**src/rtl/control_sequencer.sv**
```systemverilog
// Instruction sequencer: fetch/decode/execute FSM that turns a latched opcode and flags
// into per-step register strobes, a bus selector, and halt/single-step control.
module control_sequencer #(
    parameter int INSTR_W   = 8,
    parameter int BUS_SEL_W = 3
) (
    input  logic                 clk,
    input  logic                 bReset,
    input  logic [INSTR_W-1:0]   instruction,
    input  logic                 flag_zero,
    input  logic                 flag_carry,
    input  logic                 step_mode,
    input  logic                 step_go,
    output logic                 hlt,
    output logic                 memory_in,
    output logic                 ram_in,
    output logic                 instruction_in,
    output logic                 reg_a_in,
    output logic                 reg_b_in,
    output logic                 out_in,
    output logic                 advance_pc,
    output logic                 pc_in,
    output logic                 flags_in,
    output logic [2:0]           alu_mode,
    output logic [BUS_SEL_W-1:0] bus_selector,
    output logic [2:0]           sc,
    output logic                 busy
);

    typedef enum logic [2:0] {
        S_PAUSE, S_T0, S_T1, S_T2, S_T3, S_T4, S_T5, S_HALT
    } state_t;

    typedef struct packed {
        logic                 hlt;
        logic                 memory_in;
        logic                 ram_in;
        logic                 instruction_in;
        logic                 reg_a_in;
        logic                 reg_b_in;
        logic                 out_in;
        logic                 advance_pc;
        logic                 pc_in;
        logic                 flags_in;
        logic [2:0]           alu_mode;
        logic [BUS_SEL_W-1:0] bus_sel;
        logic [2:0]           sc;
        logic                 busy;
    } ctrl_t;

    localparam logic [BUS_SEL_W-1:0] BUS_NONE = BUS_SEL_W'(0);
    localparam logic [BUS_SEL_W-1:0] BUS_PC   = BUS_SEL_W'(1);
    localparam logic [BUS_SEL_W-1:0] BUS_RAM  = BUS_SEL_W'(2);
    localparam logic [BUS_SEL_W-1:0] BUS_IR   = BUS_SEL_W'(3);
    localparam logic [BUS_SEL_W-1:0] BUS_REGA = BUS_SEL_W'(4);
    localparam logic [BUS_SEL_W-1:0] BUS_ALU  = BUS_SEL_W'(5);

    localparam logic [3:0] OP_LOAD  = 4'h8;
    localparam logic [3:0] OP_STORE = 4'h9;
    localparam logic [3:0] OP_JMP   = 4'hA;
    localparam logic [3:0] OP_BEQ   = 4'hB;
    localparam logic [3:0] OP_BCS   = 4'hC;
    localparam logic [3:0] OP_NOP   = 4'hD;
    localparam logic [3:0] OP_OUT   = 4'hE;
    localparam logic [3:0] OP_HLT   = 4'hF;

    state_t     r_state;
    logic [3:0] r_opcode;
    logic       r_zero;
    logic       r_carry;
    ctrl_t      r_ctrl;

    state_t     w_state_next;
    state_t     w_end_state;
    logic [3:0] w_opcode_next;
    logic       w_zero_next;
    logic       w_carry_next;
    logic       w_has_t4;
    ctrl_t      w_ctrl;
    logic       w_unused_operand;

    // Operand bits travel on the bus via the IR itself; the sequencer only needs the opcode.
    assign w_unused_operand = ^instruction[INSTR_W-5:0];

    // Moore decode; applied to the next state so the registered outputs line up with it.
    function automatic ctrl_t f_decode(state_t st, logic [3:0] op, logic z, logic c);
        ctrl_t d;
        d = '0;
        case (st)
            S_T0: begin
                d.busy = 1'b1; d.sc = 3'd0;
                d.bus_sel = BUS_PC; d.memory_in = 1'b1;
            end
            S_T1: begin
                d.busy = 1'b1; d.sc = 3'd1;
                d.bus_sel = BUS_RAM; d.instruction_in = 1'b1; d.advance_pc = 1'b1;
            end
            S_T2: begin
                d.busy = 1'b1; d.sc = 3'd2;
            end
            S_T3: begin
                d.busy = 1'b1; d.sc = 3'd3;
                if (!op[3] || op == OP_LOAD || op == OP_STORE) begin
                    d.bus_sel = BUS_IR; d.memory_in = 1'b1;
                end else begin
                    case (op)
                        OP_JMP: begin d.bus_sel = BUS_IR; d.pc_in = 1'b1; end
                        OP_BEQ: if (z) begin d.bus_sel = BUS_IR; d.pc_in = 1'b1; end
                        OP_BCS: if (c) begin d.bus_sel = BUS_IR; d.pc_in = 1'b1; end
                        OP_OUT: begin d.bus_sel = BUS_REGA; d.out_in = 1'b1; end
                        OP_HLT: d.hlt = 1'b1;
                        default: d.hlt = 1'b0;
                    endcase
                end
            end
            S_T4: begin
                d.busy = 1'b1; d.sc = 3'd4;
                if (!op[3]) begin
                    d.bus_sel = BUS_RAM; d.reg_b_in = 1'b1;
                end else if (op == OP_LOAD) begin
                    d.bus_sel = BUS_RAM; d.reg_a_in = 1'b1;
                end else if (op == OP_STORE) begin
                    d.bus_sel = BUS_REGA; d.ram_in = 1'b1;
                end
            end
            S_T5: begin
                d.busy = 1'b1; d.sc = 3'd5;
                d.bus_sel = BUS_ALU; d.reg_a_in = 1'b1; d.flags_in = 1'b1;
                d.alu_mode = op[2:0];
            end
            S_HALT: d.hlt = 1'b1;
            default: d.bus_sel = BUS_NONE;
        endcase
        return d;
    endfunction

    assign w_end_state = step_mode ? S_PAUSE : S_T0;
    assign w_has_t4    = !r_opcode[3] || r_opcode == OP_LOAD || r_opcode == OP_STORE;

    always_comb begin
        w_state_next  = r_state;
        w_opcode_next = r_opcode;
        w_zero_next   = r_zero;
        w_carry_next  = r_carry;
        case (r_state)
            S_PAUSE: if (!step_mode || step_go) w_state_next = S_T0;
            S_T0:    w_state_next = S_T1;
            S_T1:    w_state_next = S_T2;
            S_T2: begin
                w_state_next  = S_T3;
                w_opcode_next = instruction[INSTR_W-1 -: 4];
                w_zero_next   = flag_zero;
                w_carry_next  = flag_carry;
            end
            S_T3: begin
                if (r_opcode == OP_HLT)  w_state_next = S_HALT;
                else if (w_has_t4)       w_state_next = S_T4;
                else                     w_state_next = w_end_state;
            end
            S_T4:    w_state_next = r_opcode[3] ? w_end_state : S_T5;
            S_T5:    w_state_next = w_end_state;
            S_HALT:  w_state_next = S_HALT;
            default: w_state_next = S_PAUSE;
        endcase
    end

    assign w_ctrl = f_decode(w_state_next, w_opcode_next, w_zero_next, w_carry_next);

    always_ff @(posedge clk or posedge bReset) begin
        if (bReset) begin
            r_state  <= S_PAUSE;
            r_opcode <= '0;
            r_zero   <= 1'b0;
            r_carry  <= 1'b0;
            r_ctrl   <= '0;
        end else begin
            r_state  <= w_state_next;
            r_opcode <= w_opcode_next;
            r_zero   <= w_zero_next;
            r_carry  <= w_carry_next;
            r_ctrl   <= w_ctrl;
        end
    end

    assign hlt            = r_ctrl.hlt;
    assign memory_in      = r_ctrl.memory_in;
    assign ram_in         = r_ctrl.ram_in;
    assign instruction_in = r_ctrl.instruction_in;
    assign reg_a_in       = r_ctrl.reg_a_in;
    assign reg_b_in       = r_ctrl.reg_b_in;
    assign out_in         = r_ctrl.out_in;
    assign advance_pc     = r_ctrl.advance_pc;
    assign pc_in          = r_ctrl.pc_in;
    assign flags_in       = r_ctrl.flags_in;
    assign alu_mode       = r_ctrl.alu_mode;
    assign bus_selector   = r_ctrl.bus_sel;
    assign sc             = r_ctrl.sc;
    assign busy           = r_ctrl.busy;

endmodule

```
**config.mk**
```make
export PLATFORM = sky130hd
export DESIGN_NAME = control_sequencer
export DESIGN_NICKNAME = d
export VERILOG_FILES = /design/src/rtl/control_sequencer.sv
export SDC_FILE = /design/constraint.sdc
export NUM_CORES = 1
export LEC_CHECK = 0
export ABC_AREA = 1
export ABC_CLOCK_PERIOD_IN_PS = 2600
export CORE_MARGIN = 2
export CORE_UTILIZATION = 52
export DETAILED_ROUTE_END_ITERATION = 6
export MAX_ROUTING_LAYER = met4
export PLACE_DENSITY = 0.91
export RECOVER_POWER = 100
export SLEW_MARGIN = 20
export SYNTH_ARGS = -nofsm -noshare
export SYNTH_HDL_FRONTEND = slang
export SYNTH_SLANG_ARGS = --single-unit
```
**constraint.sdc**
```tcl
create_clock -name clk -period 2.6 [get_ports clk]
set_input_delay 0.52 -clock clk [delete_from_list [all_inputs] [get_ports clk]]
set_output_delay 0.52 -clock clk [all_outputs]
set_load 0.03 [all_outputs]
```
==> reports/qor_table.md, run 1 <==
| Result | This run | Unit |
| --- | --- | --- |
| Warning count from the yosys run | 0 | - |
| Final period util | 0.7613 | - |
| Growth of design area from synthesis to finish | 20.68 | % |
| Number of nets with antenna violations after routing | 0 | - |
| Net Count, Synth | 163 | - |
| VDD IR-drop max | 0.7754 | mV |
| RSZ-0062 raised after global routing | no | - |
| Final-report hold violation count | 0 | - |
| Highest fanout seen on the critical path | 11 | - |
| I/O pin count | 34 | - |
| Switching share of power | 0.4793 | - |
| Path class of the lowest-slack min-delay path | reg -> reg | - |
| Clock period minus worst slack | 1.979 | ns |
| Std cell rows | 18 | - |
| Int Pwr | 0.001132 | W |
| Wire length per cell | 12.90 | um |
| Antenna diode instance count | 0 | - |
| Cell leakage power | 0.8815 | nW |
| Number of vias per cell after detailed routing | 5.260 | - |
| Initial DRC count | 47 | - |
| Number of cells produced by synthesis | 149 | - |
| Fin util | 0.6687 | - |
| Final setup TNS | 0 | ns |
| Number of setup buffers added after CTS | 0 | - |
| Number of enable-type register cells in the synthesized netlist | 0 | - |
| Overall die area | 3118 | um^2 |
| Floorplan core area | 2522 | um^2 |
| Total gr overflow | 0 | - |
| Data required time of the worst path | 2.80 | ns |
| Switching pwr | 0.001043 | W |
| Clk sinks | 28 | - |
| Number of hold buffers added after cts | 0 | - |
| Total area of sequential cells | 700.7 | um^2 |
| Pre-antenna DRT Iters | 4 | - |
| Startpoint type of the worst setup path | flip-flop | - |
| Run status | complete, no violations | - |
| Crit end category | flip-flop | - |
| Combinational share of power | 0.534 | - |
| Half-perimeter wire length after placement | 1953 | um |
| Slew at the pin with the worst max-slew slack | 1.414 | ns |
| WS Path Type | reg -> reg | - |
| Peak Freq | 505.2 | MHz |
| Most used cells in the layout excluding fill and tap cells | 29 x sky130_fd_sc_hd__nand2_1, 28 x sky130_fd_sc_hd__dfrtp_1, 21 x sky130_fd_sc_hd__dlygate4sd3_1 | - |
| Maxcap violations | 0 | - |
| Global-route wire length before repair | 4512 | um |
| Relative slew slack | 0.05746 | - |
| Via count of the first global-routing pass | 1033 | - |
| Clock tree from TritonCTS | yes | - |
| Post-synthesis cell type count | 27 | - |
| Die Wd | 55.84 | um |
| Cts repair resizes | 0 | - |
| Maximum number of pins on one net before global-route repair | 29 | - |
| Flops & latches, synth | 28 | - |
| Total routed wirelength | 2684 | um |
| Initial antenna violation count | 0 | - |
| Number of failing setup endpoints in the final timing report | 0 | - |
| Worst-skew pair later-pin latency | 0.33 | ns |
| Count of unresolved DRC violations after routing | 0 | - |
| Area of combinational cells with multiple inputs | 520.5 | um^2 |
| Fin Hold WS | 0.5565 | ns |
| Clock root buffer | sky130_fd_sc_hd__clkbuf_4 | - |
| Worst Path Arrival | 2.18 | ns |
| Vias | 1094 | - |
| DIE HEIGHT | 55.84 | um |
| Placer Congestion | 0.8410 | - |
| PD cells | 1289 | nW/um^2 |
| Fill cell count | 217 | - |
| GRT Resource Usage Total | 0.1888 | - |
| Effective utilization at floorplan | 0.5541 | - |
| H-tree Lvls | 1 | - |
| Relative contribution of sequential cells to total power | 0.337 | - |
| Layout cells sized above 1 | 0.1180 | - |
| Ys async rst share | 1.000 | - |
| Setup clock skew after layout | 0.004860 | ns |
| Clk network pwr share | 0.129 | - |
| Maximum clock path buffer count | 2 | - |
| Number of clock buffers inserted by TritonCTS | 3 | - |
| Most common library cell in the layout ignoring fill and taps | sky130_fd_sc_hd__nand2_1 | - |
| Post-synth design cell area | 1398 | um^2 |
| Net total in the final layout | 193 | - |
| Number of pins with negative max-slew slack in the final report | 0 | - |
| Sequential cell area fraction in the yosys report | 0.5013 | - |
| Avg Cell Area, Syn | 9.380 | um^2 |
| # port buffers | 29 | - |
| Most instantiated flip-flop cell in the synthesis netlist | sky130_fd_sc_hd__dfrtp_1 | - |
| Clock-pin transition on the worst setup and hold timing paths | 0.15 | ns |
## metal layers
layer	wire length, um	track usage	part of all wire	vias to the layer above
met2	1321	0.3061	0.49	40
met4	97	0.09864	0.036	0
li1	-	-	-	532
met3	143	0.03256	0.053	13
met5	0	-	0	-
met1	1122	0.2266	0.42	509
## power groups by stage
stage / clock network [W] / logic, W / registers [W]
2_1_floorplan: 0 / 0.000875 / 0.000839
3_3_place_gp: 0 / 0.00118 / 0.000750
3_5_place_dp: 0 / 0.00122 / 0.000763
4_1_cts: 0.000286 / 0.00123 / 0.000751
5_1_grt: 0.000301 / 0.00126 / 0.000754
6_report: 0.000281 / 0.00116 / 0.000733
## critical path, cell delays in order, from the launching register on
cell,delay (ns)
sky130_fd_sc_hd__dfrtp_1,0.57
sky130_fd_sc_hd__nand2_1,0.29
sky130_fd_sc_hd__nor2_8,0.07
sky130_fd_sc_hd__o21ai_0,0.48
sky130_fd_sc_hd__nor2_1,0.10
sky130_fd_sc_hd__nand2_2,0.10
sky130_fd_sc_hd__nand3_1,0.06
sky130_fd_sc_hd__nand2_1,0.08
sky130_fd_sc_hd__nand3_1,0.10
## final cells by class
class,instances,share of cell area
multi-input combinational,95,0.3086
inverter,21,0.04822
sequential,28,0.4154
clock buffer,3,0.01335
tap,30,0.02226
timing repair buffer,30,0.1743
clock inverter,1,0.01780
## cell families (layout without fill, tap and decap cells)
group                  Yosys count  after routing  share of synthesized area
flip-flops                      28             28                     0.5013
buffers and inverters           26             55                    0.09848
AND/OR/NAND/NOR                 82             82                     0.3447
AO/OA/AOI/OAI                   13             13                    0.05550
## worst paths after layout
check                           slack [ns]  depth (start not counted)                 start                        end
worst max-delay path                  0.62                          8  r_state[0]$_DFF_PP0_  bus_selector[0]$_DFF_PP0_
worst min-delay path                  0.56                          2     r_carry$_DFF_PP0_          r_carry$_DFF_PP0_
worst max register to register        0.62                          8  r_state[0]$_DFF_PP0_  bus_selector[0]$_DFF_PP0_
worst min register to register        0.56                          2     r_carry$_DFF_PP0_          r_carry$_DFF_PP0_
max in group asynchronous             0.70                          3                bReset         reg_a_in$_DFF_PP0_
min in group asynchronous             1.08                          3                bReset  bus_selector[0]$_DFF_PP0_
## registers in the layout, indices dropped and copies added, names as in the netlist, 3 cells and up
signal	cells
sc	3
bus_selector	3
alu_mode	3
r_opcode	4
r_state	3
## Yosys cell counts (6+ instances only)
library cell	n	area [um^2]
sky130_fd_sc_hd__inv_1	18	67.56
sky130_fd_sc_hd__nor2_1	15	56.30
sky130_fd_sc_hd__nand4_1	8	50.05
sky130_fd_sc_hd__nand3_1	7	35.03
sky130_fd_sc_hd__nand2_2	6	37.54
sky130_fd_sc_hd__nand2_1	26	97.59
sky130_fd_sc_hd__nand2_4	7	78.83
sky130_fd_sc_hd__dfrtp_1	28	700.7
## stage by stage
stage | power, W | instance area (um^2) | std cells | worst slack, ns
4_1_cts | 0.002271 | 1729 | 208 | 0.6999
3_3_place_gp | 0.001931 | 1677 | 204 | 0.7669
5_1_grt | 0.002314 | 1687 | 208 | 0.3576
3_5_place_dp | 0.001986 | 1677 | 204 | 0.7156
6_report | 0.002175 | 1687 | 208 | 0.6207
2_1_floorplan | 0.001714 | 1398 | 149 | 1.213
(Power assumes the default switching activity.)
==> run 2: changes to the inputs <==
ABC_CLOCK_PERIOD_IN_PS = 1700   (was 2600)
CORE_UTILIZATION = 44   (was 52)
PLACE_DENSITY = 0.83   (was 0.91)
clock period = 1.7 ns   (was 2.6 ns; I/O delays follow)
==> run 2 against run 1 <==
Maximum frequency grew 28%. Largest cell class unchanged. Via count decreased by 0.46%. Die area rose by 17%. First-iteration DRC count fell by 64%.
==> reports/qor_table.md, run 2 (same netlist as run 1, synthesis figures left out) <==
| Result | This run | Unit | Delta |
| --- | --- | --- | --- |
| Run status | complete, no violations | - | unchanged |
| Final period util | 0.9101 | - | was 0.7613 |
| Pre-antenna DRT Iters | 4 | - | unchanged |
| Number of failing setup endpoints in the final timing report | 0 | - | unchanged |
| # port buffers | 29 | - | unchanged |
| I/O pin count | 34 | - | unchanged |
| Crit end category | flip-flop | - | unchanged |
| Clock tree from TritonCTS | yes | - | unchanged |
| GRT Resource Usage Total | 0.1694 | - | was 0.1888 |
| Final-report hold violation count | 0 | - | unchanged |
| Worst-case setup slack after placement | 0.01084 | ns | was 0.7156 ns |
| Growth of design area from synthesis to finish | 20.95 | % | was 20.68% |
| Startpoint of the lowest-slack register-to-register path | r_state[0]$_DFF_PP0_ | - | unchanged |
| Startpoint type of the worst setup path | flip-flop | - | unchanged |
| Path class of the lowest-slack min-delay path | reg -> reg | - | unchanged |
| End of the worst hold path | r_carry$_DFF_PP0_ | - | unchanged |
| Relative slew slack | 0.5538 | - | was 0.05746 |
| Antenna diode instance count | 0 | - | unchanged |
| Reg2Reg Depth | 8 | - | unchanged |
| Total routed wirelength | 2767 | um | was 2684 um |
| Most common library cell in the layout ignoring fill and taps | sky130_fd_sc_hd__nand2_1 | - | unchanged |
| RSZ-0062 raised after global routing | no | - | unchanged |
| Maximum cell stage delay along the critical path | 0.51 | ns | was 0.57 ns |
| Int Pwr | 0.001757 | W | was 0.001132 W |
| Count of unresolved DRC violations after routing | 0 | - | unchanged |
| Most used cells in the layout excluding fill and tap cells | 28 x sky130_fd_sc_hd__nand2_1, 26 x sky130_fd_sc_hd__dfrtp_1, 19 x sky130_fd_sc_hd__inv_1 | - | was 29 x sky130_fd_sc_hd__nand2_1, 28 x sky130_fd_sc_hd__dfrtp_1, 21 x sky130_fd_sc_hd__dlygate4sd3_1 |
| Maximum clock path buffer count | 2 | - | unchanged |
| Critical path startpoint | r_state[0]$_DFF_PP0_ | - | unchanged |
| Number of pins with negative max-slew slack in the final report | 0 | - | unchanged |
| DIE HEIGHT | 60.36 | um | was 55.84 um |
| Half-perimeter wire length after placement | 2084 | um | was 1953 um |
| H-tree Lvls | 1 | - | unchanged |
| Initial antenna violation count | 0 | - | unchanged |
| Setup clock skew after layout | 0.003027 | ns | was 0.004860 ns |
| Number of clock buffers inserted by TritonCTS | 3 | - | unchanged |
| Total area of sequential cells | 703.2 | um^2 | was 700.7 um^2 |
| Layout cells sized above 1 | 0.2151 | - | was 0.1180 |
| Effective utilization at floorplan | 0.4616 | - | was 0.5541 |
| Worst hold start | r_carry$_DFF_PP0_ | - | unchanged |
| Overall die area | 3643 | um^2 | was 3118 um^2 |
| Number of hold buffers added after cts | 0 | - | unchanged |
| Clock root buffer | sky130_fd_sc_hd__clkbuf_4 | - | unchanged |
| Standard cell with the maximum stage delay on the critical path | sky130_fd_sc_hd__dfrtp_2 | - | was sky130_fd_sc_hd__dfrtp_1 |
| Maximum number of pins on one net before global-route repair | 29 | - | unchanged |
| Clock-pin transition on the worst setup and hold timing paths | 0.14 | ns | was 0.15 ns |
| Peak Freq | 646.3 | MHz | was 505.2 MHz |
| Worst-skew pair later-pin latency | 0.33 | ns | about the same |
| Clk sinks | 28 | - | unchanged |
| Largest register FFs | 4 | - | unchanged |
| PD cells | 2013 | nW/um^2 | was 1289 nW/um^2 |
| Final setup TNS | 0 | ns | unchanged |
| Highest fanout seen on the critical path | 7 | - | was 11 |
| Clk network pwr share | 0.127 | - | was 0.129 |
| Worst-path cell chain | buf_4 -> nand2_2 -> nor2_4 -> a21oi_1 -> nand2_1 -> a21oi_2 -> nand3_1 -> o21ai_0 | - | was nand2_1 -> nor2_8 -> o21ai_0 -> nor2_1 -> nand2_2 -> nand3_1 -> nand2_1 -> nand3_1 |
| Number of vias per cell after detailed routing | 4.735 | - | was 5.260 |
| Switching share of power | 0.4835 | - | was 0.4793 |
| Fill cell count | 291 | - | was 217 |
| Global-route wire length before repair | 4485 | um | was 4512 um |
| Floorplan core area | 3028 | um^2 | was 2522 um^2 |
| Worst Path Arrival | 1.80 | ns | was 2.18 ns |
| Combinational share of power | 0.547 | - | was 0.534 |
| Wire length per cell | 12.03 | um | was 12.90 um |
| Cell leakage power | 0.8430 | nW | was 0.8815 nW |
| Clock period minus worst slack | 1.547 | ns | was 1.979 ns |
| Crit Reg-Reg Endpoint | memory_in$_DFF_PP0_ | - | was bus_selector[0]$_DFF_PP0_ |
| Net total in the final layout | 201 | - | was 193 |
| Total gr overflow | 0 | - | unchanged |
| Number of setup buffers added after CTS | 0 | - | unchanged |
| Initial DRC count | 17 | - | was 47 |
| Register with the highest flop count | r_opcode | - | unchanged |
| Reg-to-reg slack, setup | 0.15 | ns | was 0.62 ns |
| Number of nets with antenna violations after routing | 0 | - | unchanged |
| VDD IR-drop max | 0.6287 | mV | was 0.7754 mV |
| Switching pwr | 0.001645 | W | was 0.001043 W |
| Fin util | 0.5583 | - | was 0.6687 |
| WS Path Type | reg -> reg | - | unchanged |
| Area of combinational cells with multiple inputs | 558.0 | um^2 | was 520.5 um^2 |
| Smallest setup slack after layout | 0.1527 | ns | was 0.6207 ns |
| Maxcap violations | 0 | - | unchanged |
| Worst hold path depth | 2 | - | unchanged |
| Std cell rows | 20 | - | was 18 |
| Relative contribution of sequential cells to total power | 0.326 | - | was 0.337 |
| Slew at the pin with the worst max-slew slack | 0.6693 | ns | was 1.414 ns |
| Vias | 1089 | - | was 1094 |
| Via count of the first global-routing pass | 1064 | - | was 1033 |
| Data required time of the worst path | 1.96 | ns | was 2.80 ns |
| Die Wd | 60.36 | um | was 55.84 um |
| Placer Congestion | 0.9112 | - | was 0.8410 |
## run 2: cell type report
cell class	count	share of cell area
tap	44	0.03257
sequential	28	0.4160
clock buffer	3	0.01332
multi-input combinational	95	0.3301
timing repair buffer	38	0.1421
clock inverter	1	0.01776
inverter	21	0.04811
## run 2: power groups by stage
stage	clock (W)	combinational, W	sequential (W)
floorplan	0	0.00134	0.00128
global placement	0	0.00199	0.00111
detailed placement	0	0.00203	0.00112
CTS	0.000437	0.00202	0.00111
global route	0.000461	0.00206	0.00114
finish	0.000432	0.00186	0.00111
## run 2: layer usage
| layer | global-route usage | wire (um) |
|---|---|---|
| met1 | 0.2005 | 1145 |
| met5 | - | 0 |
| met4 | 0.09206 | 86 |
| met3 | 0.01706 | 136 |
| met2 | 0.2826 | 1398 |
## run 2: how the worst max path moves through the flow
stage,endpoint,slack (ns),cells past startpoint
after floorplan,bus_selector[0]$_DFF_PP0_,0.31,10
after global placement,memory_in$_DFF_PP0_,0.04,6
after detailed placement,memory_in$_DFF_PP0_,0.01,6
after CTS,memory_in,0.0005,1
after global routing,bus_selector[0]$_DFF_PP0_,0.02,9
final,memory_in$_DFF_PP0_,0.15,8
## run 2: worst max-delay path: cells and delay by family, from the launching register on
family | cells | cell delay [ns]
compound gates | 3 | 0.39
buf+inv | 1 | 0.18
flops | 1 | 0.51
simple gates | 4 | 0.39
## run 2: what timing repair did
action                                  4_1_cts  5_1_grt
pin swaps                                     0        0
endpoints found under the setup margin        4       22
gates resized for setup                       3       21
## run 2: per-stage QoR
stage | instances | power, W | instance area, um^2 | hold slack [ns]
6_report | 230 | 0.003402 | 1690 | 0.5459
5_1_grt | 230 | 0.003664 | 1690 | 0.5793
4_1_cts | 230 | 0.003571 | 1805 | 0.3585
3_5_place_dp | 226 | 0.003150 | 1754 | 0.5117
2_1_floorplan | 149 | 0.002621 | 1398 | 0.4054
3_3_place_gp | 226 | 0.003101 | 1754 | 0.5036
==> run 3: changes to the inputs <==
CAP_MARGIN = 5   (was unset)
==> results of run 3 <==
Final layout, timing and power as in run 2 (identical DEF).
